==> src/rtl/mem_arb_pkg.sv <==
// Shared types and encodings for the data-RAM port arbiter.
// Imported by the arbiter, its counter and the bench.
package mem_arb_pkg;

  typedef enum logic {
    IDLE  = 1'b0,
    STALL = 1'b1
  } arb_state_e;

  localparam logic RW_READ  = 1'b0;
  localparam logic RW_WRITE = 1'b1;
  localparam logic SZ_BYTE  = 1'b0;
  localparam logic SZ_WORD  = 1'b1;

endpackage

==> src/rtl/mem_port_arbiter_if.sv <==
// Debug/loader master port: valid/ready request plus
// registered read-data return.
interface mem_port_arbiter_if #(
  parameter int ADDR_W = 8,
  parameter int DATA_W = 32
);

  logic              valid;
  logic              ready;
  logic              rw;
  logic              size;
  logic [ADDR_W-1:0] addr;
  logic [DATA_W-1:0] wdata;
  logic [DATA_W-1:0] rdata;
  logic              rvalid;

  modport master (
    output valid,
    output rw,
    output size,
    output addr,
    output wdata,
    input  ready,
    input  rdata,
    input  rvalid
  );

  modport slave (
    input  valid,
    input  rw,
    input  size,
    input  addr,
    input  wdata,
    output ready,
    output rdata,
    output rvalid
  );

endinterface

==> src/rtl/mem_port_arbiter_starve_counter.sv <==
// Counts consecutive cycles the debug master is blocked;
// hit flags the last blocked cycle before a forced stall.
module starve_counter #(
  parameter int MAX_WAIT = 4
) (
  input  logic clk,
  input  logic rst_n,
  input  logic inc,
  input  logic clr,
  output logic hit
);

  localparam logic [3:0] LIMIT = 4'(MAX_WAIT - 1);

  logic [3:0] cnt_q;
  logic [3:0] cnt_d;

  always_comb begin
    cnt_d = cnt_q;
    if (clr) begin
      cnt_d = '0;
    end else if (inc) begin
      cnt_d = cnt_q + 4'd1;
    end
  end

  always_ff @(posedge clk or negedge rst_n) begin
    if (!rst_n) begin
      cnt_q <= '0;
    end else begin
      cnt_q <= cnt_d;
    end
  end

  assign hit = (cnt_q == LIMIT);

endmodule

==> src/rtl/mem_port_arbiter.sv <==
// Shares the data RAM between the MEM stage (priority) and
// the debug master, forcing a one-cycle stall on starvation.
module mem_port_arbiter
  import mem_arb_pkg::*;
#(
  parameter int ADDR_W   = 8,
  parameter int DATA_W   = 32,
  parameter int MAX_WAIT = 4
) (
  input  logic              clk,
  input  logic              R,
  input  logic              cpu_en,
  input  logic              cpu_rw,
  input  logic              cpu_size,
  input  logic [ADDR_W-1:0] cpu_addr,
  input  logic [DATA_W-1:0] cpu_wdata,
  output logic [DATA_W-1:0] cpu_rdata,
  mem_port_arbiter_if.slave dbg,
  output logic              stall,
  output logic              ram_e,
  output logic              ram_rw,
  output logic              ram_size,
  output logic [ADDR_W-1:0] ram_addr,
  output logic [DATA_W-1:0] ram_di,
  input  logic [DATA_W-1:0] ram_do
);

  arb_state_e state_q;
  arb_state_e state_d;

  logic              stall_q;
  logic              stall_d;
  logic [DATA_W-1:0] rdata_q;
  logic [DATA_W-1:0] rdata_d;
  logic              rvalid_q;
  logic              rvalid_d;

  logic dbg_ready;
  logic xfer;
  logic blocked;
  logic wait_clr;
  logic wait_hit;

  assign blocked  = (state_q == IDLE) && dbg.valid && cpu_en;
  assign xfer     = dbg.valid && dbg_ready;
  assign wait_clr = xfer || !dbg.valid || (state_q == STALL);

  starve_counter #(
    .MAX_WAIT (MAX_WAIT)
  ) u_starve (
    .clk   (clk),
    .rst_n (R),
    .inc   (blocked),
    .clr   (wait_clr),
    .hit   (wait_hit)
  );

  always_comb begin
    state_d   = state_q;
    dbg_ready = 1'b0;
    ram_e     = cpu_en;
    ram_rw    = cpu_rw;
    ram_size  = cpu_size;
    ram_addr  = cpu_addr;
    ram_di    = cpu_wdata;
    unique case (state_q)
      IDLE: begin
        if (!cpu_en) begin
          dbg_ready = dbg.valid;
          ram_e     = dbg.valid;
          ram_rw    = dbg.rw;
          ram_size  = dbg.size;
          ram_addr  = dbg.addr;
          ram_di    = dbg.wdata;
        end
        if (blocked && wait_hit) begin
          state_d = STALL;
        end
      end
      STALL: begin
        dbg_ready = dbg.valid;
        ram_e     = dbg.valid;
        ram_rw    = dbg.rw;
        ram_size  = dbg.size;
        ram_addr  = dbg.addr;
        ram_di    = dbg.wdata;
        state_d   = IDLE;
      end
      default: state_d = IDLE;
    endcase
    // Reset must block any RAM write, even mid-stall.
    if (!R) begin
      ram_e     = 1'b0;
      dbg_ready = 1'b0;
    end
  end

  always_comb begin
    stall_d  = (state_d == STALL);
    rvalid_d = xfer && (dbg.rw == RW_READ);
    rdata_d  = rvalid_d ? ram_do : rdata_q;
  end

  always_ff @(posedge clk or negedge R) begin
    if (!R) begin
      state_q  <= IDLE;
      stall_q  <= 1'b0;
      rdata_q  <= '0;
      rvalid_q <= 1'b0;
    end else begin
      state_q  <= state_d;
      stall_q  <= stall_d;
      rdata_q  <= rdata_d;
      rvalid_q <= rvalid_d;
    end
  end

  assign stall      = stall_q;
  assign cpu_rdata  = ram_do;
  assign dbg.ready  = dbg_ready;
  assign dbg.rdata  = rdata_q;
  assign dbg.rvalid = rvalid_q;

endmodule

==> src/flat_wrapper.sv <==
// flat-port wrapper written by rule: the top's interface ports become plain ports
module mem_port_arbiter_flat import mem_arb_pkg::*;
#(
  parameter int ADDR_W   = 8,
  parameter int DATA_W   = 32,
  parameter int MAX_WAIT = 4
)
  (clk, R, cpu_en, cpu_rw, cpu_size, cpu_addr, cpu_wdata, cpu_rdata, stall, ram_e, ram_rw, ram_size, ram_addr, ram_di, ram_do, dbg_valid, dbg_rw, dbg_size, dbg_addr, dbg_wdata, dbg_ready, dbg_rdata, dbg_rvalid);
  mem_port_arbiter_if #(.ADDR_W(ADDR_W), .DATA_W(DATA_W)) dbg_i ();
  input  logic clk;
  input  logic R;
  input  logic cpu_en;
  input  logic cpu_rw;
  input  logic cpu_size;
  input  logic [ADDR_W-1:0] cpu_addr;
  input  logic [DATA_W-1:0] cpu_wdata;
  output logic [DATA_W-1:0] cpu_rdata;
  output logic stall;
  output logic ram_e;
  output logic ram_rw;
  output logic ram_size;
  output logic [ADDR_W-1:0] ram_addr;
  output logic [DATA_W-1:0] ram_di;
  input  logic [DATA_W-1:0] ram_do;
  input wire logic [$bits(dbg_i.valid)-1:0] dbg_valid;
  input wire logic [$bits(dbg_i.rw)-1:0] dbg_rw;
  input wire logic [$bits(dbg_i.size)-1:0] dbg_size;
  input wire logic [$bits(dbg_i.addr)-1:0] dbg_addr;
  input wire logic [$bits(dbg_i.wdata)-1:0] dbg_wdata;
  output wire logic [$bits(dbg_i.ready)-1:0] dbg_ready;
  output wire logic [$bits(dbg_i.rdata)-1:0] dbg_rdata;
  output wire logic [$bits(dbg_i.rvalid)-1:0] dbg_rvalid;
  assign dbg_i.valid = dbg_valid;
  assign dbg_i.rw = dbg_rw;
  assign dbg_i.size = dbg_size;
  assign dbg_i.addr = dbg_addr;
  assign dbg_i.wdata = dbg_wdata;
  assign dbg_ready = dbg_i.ready;
  assign dbg_rdata = dbg_i.rdata;
  assign dbg_rvalid = dbg_i.rvalid;
  mem_port_arbiter #(.ADDR_W(ADDR_W), .DATA_W(DATA_W), .MAX_WAIT(MAX_WAIT)) u_core (.clk(clk), .R(R), .cpu_en(cpu_en), .cpu_rw(cpu_rw), .cpu_size(cpu_size), .cpu_addr(cpu_addr), .cpu_wdata(cpu_wdata), .cpu_rdata(cpu_rdata), .dbg(dbg_i), .stall(stall), .ram_e(ram_e), .ram_rw(ram_rw), .ram_size(ram_size), .ram_addr(ram_addr), .ram_di(ram_di), .ram_do(ram_do));
endmodule
==> config.mk <==
export PLATFORM = sky130hd
export DESIGN_NAME = mem_port_arbiter_flat
export DESIGN_NICKNAME = d
export VERILOG_FILES = /design/src/rtl/mem_arb_pkg.sv /design/src/rtl/mem_port_arbiter_if.sv /design/src/rtl/mem_port_arbiter_starve_counter.sv /design/src/rtl/mem_port_arbiter.sv /design/src/flat_wrapper.sv
export SDC_FILE = /design/constraint.sdc
export NUM_CORES = 1
export LEC_CHECK = 0
export ABC_AREA = 1
export ABC_CLOCK_PERIOD_IN_PS = 1400
export CORE_UTILIZATION = 29
export CTS_CLUSTER_DIAMETER = 120
export CTS_CLUSTER_SIZE = 28
export DETAILED_ROUTE_END_ITERATION = 6
export GPL_TIMING_DRIVEN = 1
export PLACE_DENSITY = 0.8
export SKIP_LAST_GASP = 1
export SLEW_MARGIN = 20
export SYNTH_ARGS = -nofsm -noshare
export SYNTH_HDL_FRONTEND = slang
export SYNTH_SLANG_ARGS = --single-unit
==> constraint.sdc <==
create_clock -name clk -period 1.4 [get_ports clk]
set_input_delay 0.35 -clock clk [delete_from_list [all_inputs] [get_ports clk]]
set_output_delay 0.35 -clock clk [all_outputs]
set_load 0.01 [all_outputs]
==> metrics, run 1 <==
critical path launch point type=flip-flop; number of warnings printed during yosys synthesis=0; relative slew slack=0.719; GRT Total Usage=0.240; hold crit path type=in -> async; Critical Path Sink Type=primary output; number of top-level design ports=230; Port Buffer Count=between 200 and 250; effective utilization at floorplan=0.299; TritonCTS clock tree=done; half-perimeter wire length after detailed placement=7380 um; maxcap violations=0; top metal layer carrying routed signals=met4; overall die area=roughly 8300 um^2; net total in the final layout=700; standard-cell row count=32; buffers from clock root to sink, at most=2; unique cell type count in the Yosys netlist=20; syn_nets=461; met3 routed WL=roughly 1100 um; CTS clk-pin slew, worst paths=~70 ps; CP max FO=6; width of the die=approximately 91 um; highest-count cells in the layout ignoring fill and taps=179 x sky130_fd_sc_hd__nand2_1, 116 x sky130_fd_sc_hd__clkdlybuf4s50_1, 60 x sky130_fd_sc_hd__buf_2, 38 x sky130_fd_sc_hd__nand2_2, 37 x sky130_fd_sc_hd__dfrtp_1; vias post-DR=around 3100; status=finished, violations left; remaining design rule violation count=0; Hold Buf Count CTS=0; WP data arrival=approximately 1500 ps; Via-to-Cell Ratio=between 4 and 5; Period minus WS final=1820 ps; Clk Tree Root Cell=sky130_fd_sc_hd__clkbuf_8; number of endpoints failing setup at the final stage=78; Worst Path Class, Setup=reg -> out; largest net degree at the start of global routing=34; layout overhead on the synthesized area=121%; number of levels the H-tree was split into=2; Power, Total=4.16 mW; number of sinks driven by the clock tree=38; failing checks=negative setup slack; Iter 0 DRT Violations=97; internal reg-to-reg setup slack=-230 ps; via count of the first global-routing pass=between 3000 and 4000; sequential area share after synthesis=0.412; longest individual stage delay on the worst path=440 ps; area of the core=~7700 um^2; sum of negative setup slack=-24100 ps; leading cell type in the layout, fill and taps excluded=sky130_fd_sc_hd__nand2_1; share of the core filled with cells=0.660; post-synthesis cell area=about 2300 um^2; worst r2r dst=u_core.dbg.rdata[12]$_DFFE_PN0P_; average routed wire per standard cell=around 16 um; final worst path period share=1.30; top achievable clock speed=about 0.55 GHz; number of antenna violations at the first check in global routing=0; worst skew pair latency=between 200 and 300 ps; antenna cells=0; die span in y=approximately 91 um; TritonRoute pass-1 iters=4; count of buffering cells on the critical path with inverters included=3; unrepaired setup endpoints after global routing=true; required time of the critical path=1050 ps; Leakage=2.74 nW; number of pins with negative max-slew slack in the final report=0; Final Hold Violating Endpoints=0; worst-margin pin slew=between 400 and 500 ps; Clock Skews=around 4.7 ps; Avg Inst Size Synth=between 6 and 7 um^2; layout cells sized above 1=0.338; ratio of total power to cell area=816 nW/um^2; total congestion overflow=0; Max IR drop VDD=~0.8 mV; antenna-violating nets left=0; sequence of cells on the critical path=nor2_4 -> buf_12 -> buf_16 -> nand2_2 -> nand2_1 -> buf_2; first-pass GRT wire length=15500 um; number of flip-flops and latches in the synthesized netlist=38; Worst Slack Setup Final=-420 ps; startpoint of the worst register-to-register path=u_core.state_q$_DFF_PN0_; met1 layer wirelength in the final routing=4040 um; family with the most delay on the worst path=buffers and inverters; routability congestion estimate from global placement=just over 0.9; WL met2=between 5000 and 6000 um; routed wire length=~11000 um; Worst Reg-to-Reg Cells=12; number of cells produced by synthesis=340; number of buffers created by CTS=5; CP max stage cell=sky130_fd_sc_hd__dfrtp_2
## what timing repair did
| item | 4_1_cts | 5_1_grt |
|---|---|---|
| endpoints found under the setup margin | 143 | 75 |
| setup buffers | 5 | 3 |
| pin swaps | 9 | 19 |
| cloned | 4 | 9 |
| gates resized for setup | 355 | 94 |
## synthesized netlist by cell type
cell,instances,area (um^2)
sky130_fd_sc_hd__nand2_1,229,860
sky130_fd_sc_hd__buf_4,39,293
sky130_fd_sc_hd__dfrtp_1,38,951
sky130_fd_sc_hd__inv_1,4,15.0
sky130_fd_sc_hd__nand3_1,4,20.0
sky130_fd_sc_hd__nor2_1,4,15.0
sky130_fd_sc_hd__buf_6,3,33.8
sky130_fd_sc_hd__clkbuf_1,3,11.3
sky130_fd_sc_hd__inv_2,3,11.3
sky130_fd_sc_hd__nand2_4,2,22.5
sky130_fd_sc_hd__o21ai_0,2,10.0
sky130_fd_sc_hd__a21oi_1,1,5.00
sky130_fd_sc_hd__buf_2,1,5.00
sky130_fd_sc_hd__ha_1,1,12.5
sky130_fd_sc_hd__inv_4,1,6.26
sky130_fd_sc_hd__nand2_2,1,6.26
sky130_fd_sc_hd__nand4_1,1,6.26
sky130_fd_sc_hd__nor2_4,1,11.3
sky130_fd_sc_hd__nor3_1,1,5.00
sky130_fd_sc_hd__xnor2_1,1,8.76
## flip-flops by register name, indices dropped and copies added, names as in the netlist
| signal | flops |
|---|---|
| u_core.state_q | 1 |
| u_core.dbg.rdata | 32 |
| u_core.u_starve.cnt_q | 4 |
| u_core.dbg.rvalid | 1 |
## power breakdown
part           internal [mW]  total (mW)  switching [mW]
clock                  0.760        1.15           0.392
sequential              1.28        1.37          0.0940
combinational          0.905        1.64           0.735
## worst max path at each step
stage | to | slack (ps) | cells past startpoint | from
4_1_cts | ram_di[6] | -440 | 6 | u_core.state_q$_DFF_PN0_
3_3_place_gp | ram_di[30] | -890 | 7 | cpu_en
5_1_grt | ram_di[17] | -490 | 6 | u_core.state_q$_DFF_PN0_
3_5_place_dp | ram_rw | -920 | 7 | cpu_en
2_1_floorplan | ram_di[0] | 7 | 5 | u_core.state_q$_DFF_PN0_
6_report | ram_di[1] | -420 | 6 | u_core.state_q$_DFF_PN0_
## worst register-to-register path: cells and delay by family, from the launching register on
family        cells  cell delay, ps
buf+inv           7             740
flops             1             440
simple gates      5             330
## logic make-up (layout without fill, tap and decap cells)
kind of cell | after synthesis | in the layout | share of synthesized area
simple gates | 243 | 243 | 0.410
buf+inv | 54 | 294 | 0.163
flops | 38 | 38 | 0.412
compound gates | 3 | 3 | 0.00650
fa+ha+maj | 1 | 1 | 0.00542
xor+xnor | 1 | 1 | 0.00379
## area by class of cell
cell class | count | area, um^2
Timing Repair Buffer | 278 | 2640
Fill cell | 636 | 2630
Multi-Input combinational cell | 248 | 1210
Sequential cell | 38 | 952
Tap cell | 102 | 128
Clock buffer | 6 | 82.6
Clock inverter | 2 | 60.1
Inverter | 8 | 37.5
## routing by layer
metal | track usage | vias up
met5 | 0 | -
met4 | 0.0939 | 0
met3 | 0.0653 | 27
met2 | 0.438 | 208
met1 | 0.262 | 1384
li1 | - | 1471
## metrics by stage
step           hold WS [ps]  cell area (um^2)  std cells  setup WS, ps
4_1_cts                30.7              4800        672          -435
3_3_place_gp            301              4660        655          -891
2_1_floorplan          54.4              2310        340          7.11
3_5_place_dp            308              4660        655          -918
6_report               41.6              5100        682          -420
5_1_grt                36.5              5100        682          -494
Note: power is estimated with default switching activity, not from simulation.
==> inputs of run 2 (changes only) <==
==> constraint.sdc (replaced) <==
create_clock -name clk -period 1.4 [get_ports clk]
set_input_delay 0.14 -clock clk [delete_from_list [all_inputs] [get_ports clk]]
set_output_delay 0.14 -clock clk [all_outputs]
set_load 0.01 [all_outputs]
==> metrics, run 2 (same netlist as run 1, synthesis figures left out) <==
unrepaired setup endpoints after global routing=true; global routing usage on met2=0.405; hold crit path type=in -> async; WP data arrival=roughly 1500 ps; standard-cell row count=32; half-perimeter wire length after detailed placement=7290 um; Power, Total=between 4 and 5 mW; TritonRoute pass-1 iters=4; Clk Tree Root Cell=sky130_fd_sc_hd__clkbuf_8; Worst Path Class, Setup=reg -> out; required time of the critical path=~1300 ps; Min Hold Slack=around 350 ps; maxcap violations=0; Final Hold Violating Endpoints=0; routability congestion estimate from global placement=roughly 0.94; timing startpoint of the critical path=u_core.state_q$_DFF_PN0_; TritonCTS clock tree=done; Period minus WS final=roughly 1700 ps; startpoint of the worst register-to-register path=u_core.state_q$_DFF_PN0_; Clock Skews=12.1 ps; final worst path period share=1.18; via count of the first global-routing pass=2950; number of sinks driven by the clock tree=38; number of fill cells=620; routing usage on met3=0.0712; share of the core filled with cells=0.666; number of top-level design ports=230; Worst Reg-to-Reg Cells=10; CP max FO=5; routed wire length=~11000 um; worst-margin pin slew=419 ps; critical path launch point type=flip-flop; CTS clk-pin slew, worst paths=70 ps; overall die area=between 8000 and 9000 um^2; antenna-violating nets left=0; antenna cells=0; Worst Slack Setup Final=-251 ps; buffers from clock root to sink, at most=2; Port Buffer Count=around 230; met1 global-route usage=0.264; first-pass GRT wire length=about 15000 um; net total in the final layout=692; width of the die=91.2 um; worst skew pair latency=a little under 300 ps; max FFs per register=32; worst r2r dst=u_core.u_starve.cnt_q[2]$_DFFE_PN0P_; Via-to-Cell Ratio=~4.5; highest-count cells in the layout ignoring fill and taps=188 x sky130_fd_sc_hd__nand2_1, 179 x sky130_fd_sc_hd__clkdlybuf4s50_1, 37 x sky130_fd_sc_hd__dfrtp_1, 35 x sky130_fd_sc_hd__nand2_2, 31 x sky130_fd_sc_hd__buf_2; ratio of total power to cell area=just over 800 nW/um^2; number of pins with negative max-slew slack in the final report=0; number of levels the H-tree was split into=2; Max IR drop VDD=0.833 mV; GRT Total Usage=0.230; layout cells sized above 1=0.253; area of the core=7730 um^2; die span in y=roughly 90 um; effective utilization at floorplan=0.299; relative slew slack=0.720; largest net degree at the start of global routing=34; busiest metal layer after global routing=met2; vias post-DR=~3000; top achievable clock speed=between 0.6 and 0.7 GHz; Critical Path Sink Type=primary output; timing endpoint of the critical path=ram_di[10]; number of endpoints failing setup at the final stage=60; Leakage=2.62 nW; layout overhead on the synthesized area=123%; number of antenna violations at the first check in global routing=0; remaining design rule violation count=0; Iter 0 DRT Violations=67; leading cell type in the layout, fill and taps excluded=sky130_fd_sc_hd__nand2_1; total congestion overflow=0; number of buffers created by CTS=5; status=finished, violations left; average routed wire per standard cell=15.7 um; internal reg-to-reg setup slack=-130 ps; failing checks=negative setup slack
==> run 2: cell types whose count changed in the layout (fill, tap and decap cells not counted), moves of 6 or more <==
cell and change:
sky130_fd_sc_hd__buf_4 -10, sky130_fd_sc_hd__dlygate4sd2_1 -35, sky130_fd_sc_hd__buf_2 -29, sky130_fd_sc_hd__nand2_1 +9, sky130_fd_sc_hd__clkdlybuf4s50_1 +63, sky130_fd_sc_hd__nand2_4 -6
==> run 2: how the worst min path moves through the flow <==
stage / slack, ps / startpoint / to
5_1_grt: 360 / R / u_core.u_starve.cnt_q[1]$_DFFE_PN0P_
4_1_cts: 330 / R / u_core.u_starve.cnt_q[3]$_DFFE_PN0P_
2_1_floorplan: -160 / R / u_core.dbg.rdata[0]$_DFFE_PN0P_
3_3_place_gp: 90 / R / u_core.u_starve.cnt_q[3]$_DFFE_PN0P_
3_5_place_dp: 90 / R / u_core.u_starve.cnt_q[3]$_DFFE_PN0P_
6_report: 350 / R / u_core.u_starve.cnt_q[3]$_DFFE_PN0P_
==> run 2: metrics by stage <==
step	setup WS, ps	cell area, um^2	TNS [ps]	cells
2_1_floorplan	207	2310	0	340
3_3_place_gp	-474	4590	-24420	644
3_5_place_dp	-503	4590	-25240	644
4_1_cts	-213	4840	-7270	660
5_1_grt	-305	5150	-14120	674
6_report	-251	5150	-9480	674
==> run 2: critical path: stages (launching register included) <==
cell and delay (ps):
sky130_fd_sc_hd__dfrtp_2 440, sky130_fd_sc_hd__nor2_4 170, sky130_fd_sc_hd__buf_6 120, sky130_fd_sc_hd__buf_6 110, sky130_fd_sc_hd__clkbuf_16 150, sky130_fd_sc_hd__nand2_2 50, sky130_fd_sc_hd__nand2_1 60, sky130_fd_sc_hd__buf_2 140
==> run 2: routing by layer <==
layer / share of wire / vias up
met5: 0 / -
li1: - / 1451
met3: 0.10 / 28
met1: 0.37 / 1390
met2: 0.48 / 197
met4: 0.040 / 0
==> run 2: cell type report <==
cell class | instances | area [um^2] | share of cell area
Clock buffer | 6 | 82.6 | 0.0160
Clock inverter | 2 | 60.1 | 0.0117
Inverter | 8 | 37.5 | 0.00729
Multi-Input combinational cell | 248 | 1130 | 0.220
Sequential cell | 38 | 952 | 0.185
Tap cell | 102 | 128 | 0.0248
Timing Repair Buffer | 270 | 2760 | 0.535
==> run 2: power breakdown <==
part / switching [mW] / internal (mW)
combinational: 0.713 / 1.03
sequential: 0.100 / 1.28
clock: 0.392 / 0.760
total: 1.21 / 3.07
==> run 2: what timing repair did <==
action / CTS / global route
setup buffers: 5 / 8
endpoints found under the hold margin: 38 / 0
endpoints found under the setup margin: 45 / 72
pin swaps: 1 / 15
gates cloned: 2 / 7
hold buffers: 1 / 0
gates resized for setup: 159 / 108
